`config.mk`:
```
export PLATFORM = sky130hd
export DESIGN_NAME = serial_adder
export DESIGN_NICKNAME = d
export VERILOG_FILES = /design/src/rtl/serial_adder.sv
export SDC_FILE = /design/constraint.sdc
export NUM_CORES = 1
export LEC_CHECK = 0
export ABC_CLOCK_PERIOD_IN_PS = 2000
export CAP_MARGIN = 0
export CORE_UTILIZATION = 51
export DETAILED_ROUTE_END_ITERATION = 10
export PLACE_DENSITY = 0.78
export SLEW_MARGIN = 20
export SYNTH_ARGS = -nofsm -noshare
export SYNTH_HDL_FRONTEND = slang
export SYNTH_SLANG_ARGS = --single-unit
```
`constraint.sdc`:
```
create_clock -name clk -period 2 [get_ports clk]
set_input_delay 0.3 -clock clk [delete_from_list [all_inputs] [get_ports clk]]
set_output_delay 0.3 -clock clk [all_outputs]
set_load 0.005 [all_outputs]
```
`src/rtl/serial_adder.sv`:
```
// Bit-serial WIDTH-bit adder: one full-adder cell plus a carry flop, LSB first.
// A start/ready handshake loads the operands, the sum is produced over WIDTH
// clocks, and the registered {cout, sum} is presented with a one-cycle done.
module serial_adder #(
    parameter int WIDTH = 8
) (
    input  logic             clk,
    input  logic             rst_n,
    input  logic             start,
    input  logic [WIDTH-1:0] a,
    input  logic [WIDTH-1:0] b,
    input  logic             cin,
    output logic             ready,
    output logic             busy,
    output logic             done,
    output logic [WIDTH-1:0] sum,
    output logic             cout
);

    localparam int CNT_W = (WIDTH > 1) ? $clog2(WIDTH) : 1;
    localparam logic [CNT_W-1:0] LAST_BIT = CNT_W'(WIDTH - 1);

    typedef enum logic [1:0] {
        IDLE = 2'd0,
        RUN  = 2'd1,
        DONE = 2'd2
    } state_e;

    state_e             state_q, state_d;
    logic [WIDTH-1:0]   a_sr_q, a_sr_d;
    logic [WIDTH-1:0]   b_sr_q, b_sr_d;
    logic [WIDTH-1:0]   res_q, res_d;
    logic [WIDTH-1:0]   sum_q, sum_d;
    logic [CNT_W-1:0]   cnt_q, cnt_d;
    logic               c_q, c_d;
    logic               cout_q, cout_d;
    logic               s_bit;
    logic               c_next;

    // Next-state, datapath shift and result-load logic.
    always_comb begin
        // NOTE: every signal gets a default first so no path can infer a latch.
        state_d = state_q;
        a_sr_d  = a_sr_q;
        b_sr_d  = b_sr_q;
        res_d   = res_q;
        sum_d   = sum_q;
        cnt_d   = cnt_q;
        c_d     = c_q;
        cout_d  = cout_q;

        // The single full-adder cell working on the current LSBs.
        s_bit  = a_sr_q[0] ^ b_sr_q[0] ^ c_q;
        c_next = (a_sr_q[0] & b_sr_q[0]) | (c_q & (a_sr_q[0] ^ b_sr_q[0]));

        case (state_q)
            IDLE: begin
                if (start) begin
                    a_sr_d  = a;
                    b_sr_d  = b;
                    c_d     = cin;
                    cnt_d   = '0;
                    state_d = RUN;
                end
            end
            RUN: begin
                a_sr_d = a_sr_q >> 1;
                b_sr_d = b_sr_q >> 1;
                c_d    = c_next;
                // New bit enters at the MSB so the LSB lands at bit 0 after WIDTH shifts.
                res_d  = (res_q >> 1) | (WIDTH'(s_bit) << (WIDTH - 1));
                cnt_d  = cnt_q + 1'b1;
                if (cnt_q == LAST_BIT) begin
                    sum_d   = res_d;
                    cout_d  = c_next;
                    state_d = DONE;
                end
            end
            DONE: begin
                state_d = IDLE;
            end
            default: begin
                state_d = IDLE;
            end
        endcase
    end

    // State and datapath registers, cleared asynchronously.
    always_ff @(posedge clk or negedge rst_n) begin
        // NOTE: sequential state uses non-blocking assignments so all flops update together.
        if (!rst_n) begin
            state_q <= IDLE;
            a_sr_q  <= '0;
            b_sr_q  <= '0;
            res_q   <= '0;
            sum_q   <= '0;
            cnt_q   <= '0;
            c_q     <= 1'b0;
            cout_q  <= 1'b0;
        end else begin
            state_q <= state_d;
            a_sr_q  <= a_sr_d;
            b_sr_q  <= b_sr_d;
            res_q   <= res_d;
            sum_q   <= sum_d;
            cnt_q   <= cnt_d;
            c_q     <= c_d;
            cout_q  <= cout_d;
        end
    end

    assign ready = (state_q == IDLE);
    assign busy  = (state_q == RUN);
    assign done  = (state_q == DONE);
    assign sum   = sum_q;
    assign cout  = cout_q;

endmodule

```
==> results.md, run 1 <==
* Status: finished, final reports clean
* Placer Congestion at a little under 0.7
* Post-CTS Hold Fix Bufs at 0
* CTS Sinks at 38
* Total track usage at 0.203
* Slowest CP cell: clkdlybuf4s50_1
* RSZ-0062 raised after global routing: no
* Leakage at 0.980 nW
* CTS buffer count at 5
* DRT antenna net count at 0
* Worst-path fanout max at 10
* Seq/Total Area, Yosys at 0.534
* Worst-path clk slew at around 0.11 ns
* Peak Freq at 0.527 GHz
* CTS tree: yes
* VDD IR max at ~0.00066 V
* Syn_area_per_cell at between 10 and 15 um2
* Crit. End Element: output pin
* Filler-free cell count of the finished design at 220
* Total die area at between 0.003 and 0.004 mm2
* Slew Viols, Final at 0
* Largest net degree at the start of global routing at 39
* Startpoint types: flip-flop
* Arr. time, crit path at around 1.6 ns
* Cells after synthesis at approximately 140
* Period utilisation layout at 0.950
* Worst Clk Skew at 0.00799 ns
* Max incr delay on CP at 0.52 ns
* First-pass GRT wire length at approximately 5300 um
* Setup WS pre-CTS at about 0.22 ns
* Synth Cell Area at 0.00178 mm2
* Row count at 21
* Post-Syn Nets at between 150 and 200
* Final setup viols at 0
* Total Power at roughly 3.2 mW
* First drt pass iteration count at 4
* EDFF count, synth at 0
* CTS HTree Levels at 2
* Leading cell types in the layout, fill and taps excluded: 37 x dfrtp_1, 30 x clkdlybuf4s50_1, 14 x inv_1
* Nets at 197
* Initial antenna violation count at 0
* Root buf cell: clkbuf_4
* Max-slew headroom at 0.449
* Initial Util at 0.533
* Maximum clock path buffer count at 2
* Routed WL per cell at 15.5 um
* DR vias at ~1200
* Commonest non-fill, non-tap cell in the layout: dfrtp_1
* Final Hold Fails at 0
* Vias in the first global route at between 1000 and 1500
* Placed cell count at between 200 and 250
* R2R setup slack at approximately 0.45 ns
* Ant diodes at 0
* IO Pins at 32
* CP Data Required Time at around 1.7 ns
* Worst path cell trace: buf_8 > nor2_1 > clkdlybuf4s50_1
* GRT Residual Overflow at 0
* Reg-to-Reg End: sum[2]
* Detailed placement HPWL at approximately 2300 um
* Yosys warns at 0
* PwrDens at around 1400 mW/mm2
* Clock latency at the later pin of the worst-skew pair at ~0.33 ns
* Slew @ Worst Pin at 0.826 ns
* FF-to-FF Start: cnt_q[0]
* Via/cell ratio at 5.56
* WS Path Type: flip-flop to output pin
* Drt total wl at approximately 3400 um
* Drt first-iter violations at 85
* Core footprint at 0.00334 mm2
* Ys async rst share at 1.00
* Minimum clock period at 1.90 ns
* Die span in x at ~61 um
* Cells on worst reg2reg path at 5
* Max_cap viols at 0
* Hold WS at 0.0532 ns
* #FFs+latches synth at 38
* Final setup margin at slightly above 0.1 ns
* Die Ht at around 61 um
* Netlist cell types at 27
* Drt drc at 0
* Setup TNS Final at 0 ns
* Port Buffer Count at 31
* Worst hold path class: primary input to async pin
* Ratio of cells with drive above 1 in the final layout at 0.230
* P&R area growth vs syn at 25.2%
* Most common flop cell mapped by yosys: dfrtp_1
-- layout make-up --
cell class / instances / area [um2]
Clock buffer: 5 / 37.5
Clock inverter: 2 / 10.0
Timing Repair Buffer: 41 / 409
Multi-Input combinational cell: 73 / 706
Fill cell: 276 / 1110
Inverter: 15 / 56.3
Sequential cell: 38 / 952
Tap cell: 46 / 57.6
-- layer usage --
layer | GRT usage | vias to the layer above | routed length, um
met2 | 0.335 | 30 | 1760
li1 | - | 570 | -
met1 | 0.247 | 620 | 1500
met4 | 0.0877 | 0 | 42
met5 | 0 | - | 0
met3 | 0.0630 | 4 | 104
-- through the flow --
step / cell area [um2] / utilization
2_1_floorplan: 1780 / -
3_3_place_gp: 2130 / 0.638
3_5_place_dp: 2130 / 0.638
4_1_cts: 2180 / 0.652
5_1_grt: 2230 / 0.668
6_report: 2230 / 0.668
-- flip-flops by register name, indices dropped and copies added, names as in the netlist --
name,cells
a_sr_q,8
cout,1
b_sr_q,8
c_q,1
res_q,7
sum,8
state_q,2
cnt_q,3
-- kinds of logic after synthesis --
| group | Yosys count | share of synthesized area |
|---|---|---|
| AO/OA/AOI/OAI | 22 | 0.112 |
| flip-flops | 38 | 0.534 |
| AND/OR/NAND/NOR | 31 | 0.134 |
| buffers and inverters | 26 | 0.0689 |
| adder cells (fa/ha/maj) | 3 | 0.0253 |
| multiplexers | 17 | 0.126 |
-- power by group --
group | internal [mW] | leakage (nW) | switching, mW
clock network | 0.127 | 0.0308 | 0.236
logic | 0.867 | 0.510 | 0.566
registers | 1.14 | 0.439 | 0.220
-- worst max-delay path, delay by kind of cell (launching register included) --
family                 cells  cell delay (ns)
buffers and inverters      2             0.67
flip-flops                 1             0.46
AND/OR/NAND/NOR            1             0.13
-- synth_stat cells (3+ instances only) --
cell type	count	share of area
a211oi_1	10	0.042
a222oi_1	3	0.017
buf_2	5	0.014
clkbuf_1	3	0.0063
dfrtp_1	38	0.53
inv_1	14	0.030
mux2_2	7	0.044
mux2_4	9	0.076
nand2b_1	3	0.011
nor2b_1	4	0.014
nor3b_1	10	0.042
nor4b_1	10	0.049
-- what timing repair did --
| action | 4_1_cts | 5_1_grt |
|---|---|---|
| setup endpoints to repair | 0 | 2 |
| resized for setup | 0 | 4 |
| setup buffers | 0 | 2 |
-- worst max path at each step --
stage          startpoint   endpoint  cells after the start
2_1_floorplan    cnt_q[0]       cout                      5
3_3_place_gp        start  b_sr_q[1]                      3
3_5_place_dp        start  a_sr_q[6]                      4
4_1_cts        state_q[1]       done                      3
6_report       state_q[1]      ready                      3
5_1_grt        state_q[0]       done                      3
Power figures use the tool's default switching activity.
==> run 2, diff against run 1 <==
CORE_MARGIN = 8   (was unset)
==> results.md, run 2 (synthesis results as in run 1) <==
* Status: finished, final reports clean (unchanged)
* Worst-path fanout max at 12 (was 10)
* P&R area growth vs syn at 24.5% (was 25.2%)
* Ant diodes at 0 (unchanged)
* Leakage at 0.971 nW (was 0.980 nW)
* Final Hold Fails at 0 (unchanged)
* Switching share of power at 0.310 (was 0.324)
* Initial Util at 0.533 (unchanged)
* Maximum clock path buffer count at 2 (unchanged)
* Routed WL per cell at 15.5 um (about the same)
* Detailed placement HPWL at 2440 um (was 2270 um)
* Peak Freq at 0.526 GHz (was 0.527 GHz)
* Root buf cell: clkbuf_4 (unchanged)
* Worst hold path class: primary input to async pin (unchanged)
* Nets at 195 (was 197)
* Clock latency at the later pin of the worst-skew pair at 0.33 ns (about the same)
* IO Pins at 32 (unchanged)
* Post-route cell area at 0.00221 mm2 (was 0.00223 mm2)
* Drt first-iter violations at 46 (was 85)
* Cell Int Power at 2.23 mW (was 2.13 mW)
* # Post-CTS Setup Buffers at 0 (unchanged)
* Placer Congestion at 0.764 (was 0.684)
* Clock group share of total power at 0.154 (was 0.115)
* DR vias at 1204 (was 1224)
* Multi-input gate area at 708 um2 (was 706 um2)
* Setup TNS Final at 0 ns (unchanged)
* CP Data Required Time at 1.70 ns (about the same)
* Ratio of cells with drive above 1 in the final layout at 0.220 (was 0.230)
* CTS tree: yes (unchanged)
* Slew @ Worst Pin at 0.841 ns (was 0.826 ns)
* Vias in the first global route at 1315 (was 1137)
* Commonest non-fill, non-tap cell in the layout: dfrtp_1 (unchanged)
* Row count at 21 (unchanged)
* RSZ-0062 raised after global routing: no (unchanged)
* Total track usage at 0.136 (was 0.203)
* Max_cap viols at 0 (unchanged)
* CTS HTree Levels at 2 (unchanged)
* Crit. End Element: output pin (unchanged)
* DRT antenna net count at 0 (unchanged)
* Reg-to-Reg End: sum[4] (was sum[2])
* Max-slew headroom at 0.439 (was 0.449)
* Worst-path clk slew at 0.11 ns (about the same)
* Leading cell types in the layout, fill and taps excluded: 37 x dfrtp_1, 30 x clkdlybuf4s50_1, 14 x inv_1 (unchanged)
* Total net switching power at 1.00 mW (was 1.02 mW)
* VDD IR max at 0.000883 V (was 0.000660 V)
* Filler-free cell count of the finished design at 219 (was 220)
* First drt pass iteration count at 4 (unchanged)
* Minimum clock period at 1.90 ns (about the same)
* Fill cells at 262 (was 276)
* GRT Residual Overflow at 0 (unchanged)
* Arr. time, crit path at 1.60 ns (about the same)
* Die Ht at 75.1 um (was 61.1 um)
* Period utilisation layout at 0.951 (was 0.950)
* Via/cell ratio at 5.50 (was 5.56)
* First-pass GRT wire length at 5830 um (was 5280 um)
* WS Path Type: flip-flop to output pin (unchanged)
* Drt drc at 0 (unchanged)
* Die span in x at 75.1 um (was 61.1 um)
* Total die area at 0.00563 mm2 (was 0.00373 mm2)
* Final setup viols at 0 (unchanged)
* CTS Sinks at 38 (unchanged)
* Worst Clk Skew at 0.00453 ns (was 0.00799 ns)
* DP Area at 0.00214 mm2 (was 0.00213 mm2)
* Core footprint at 0.00334 mm2 (unchanged)
* Placed cell count at 211 (was 210)
* FF-to-FF Start: cnt_q[0] (unchanged)
* Startpoint types: flip-flop (unchanged)
* Sequential cell area at 952 um2 (unchanged)
* Largest net degree at the start of global routing at 39 (unchanged)
* Drt total wl at 3400 um (about the same)
* Initial antenna violation count at 0 (unchanged)
* CTS buffer count at 5 (unchanged)
* Setup WS pre-CTS at 0.363 ns (was 0.217 ns)
* Port Buffer Count at 31 (unchanged)
* Seq pwr share at 0.423 (was 0.430)
* Logic pwr share at 0.423 (was 0.454)
* PwrDens at 1460 mW/mm2 (was 1410 mW/mm2)
* Final setup margin at 0.0972 ns (was 0.101 ns)
* Slew Viols, Final at 0 (unchanged)
* Cells on worst reg2reg path at 5 (unchanged)
* R2R setup slack at 0.46 ns (was 0.45 ns)
==> run 2: cell types whose count changed in the layout (fill, tap and decap cells not counted), sizes merged <==
cell | previous run | this run
buf | 10 | 9
clkbuf | 6 | 7
clkinv | 2 | 0
bufinv | 0 | 1
==> run 2: worst max-delay path, cell delays in order, from the launching register on <==
cell and delay [ns]:
dfrtp_2 0.49, nand2b_1 0.11, inv_2 0.14, clkdlybuf4s50_1 0.53
==> run 2: area by class of cell <==
type                            instances  area share
Sequential cell                        38       0.430
Multi-Input combinational cell         73       0.320
Timing Repair Buffer                   39       0.165
Tap cell                               46      0.0260
Inverter                               15      0.0254
Clock buffer                            7      0.0203
Clock inverter                          1      0.0136
==> run 2: what timing repair did <==
action	in CTS	in global routing
endpoints found under the setup margin	1	1
resized for setup	1	1
hold buffers	0	0
pin swaps	0	0
==> run 2: routing by layer <==
metal	track usage	vias to the layer above	wire [um]
met1	0.149	587	1430
met5	0	-	0
met4	0.0674	0	36
met2	0.235	46	1680
met3	0.0386	4	259
li1	-	567	-
==> run 2: per-stage QoR <==
stage	power, mW	utilization	hold slack [ns]
after CTS	3.28	0.663	0.0688
after floorplan	2.26	-	0.00441
after detailed placement	2.77	0.640	0.448
after global placement	2.70	0.640	0.429
after global routing	3.50	0.664	0.114
final	3.24	0.664	0.0619
==> run 2: power by group through the flow <==
| stage | registers [mW] | logic, mW | clock network (mW) |
|---|---|---|---|
| 3_5_place_dp | 1.39 | 1.38 | 0 |
| 3_3_place_gp | 1.36 | 1.33 | 0 |
| 6_report | 1.37 | 1.37 | 0.497 |
| 2_1_floorplan | 1.32 | 0.939 | 0 |
| 4_1_cts | 1.38 | 1.39 | 0.518 |
| 5_1_grt | 1.42 | 1.54 | 0.546 |
==> run 2: worst max-delay path by stage <==
stage                          start   endpoint  slack (ns)  cells after the start
after floorplan             cnt_q[0]       cout        0.59                      5
after global placement         start  b_sr_q[4]        0.40                      4
after detailed placement  state_q[0]       busy        0.36                      3
after CTS                 state_q[1]      ready        0.07                      3
after global routing      state_q[0]       busy        0.02                      3
final                     state_q[0]       busy         0.1                      3
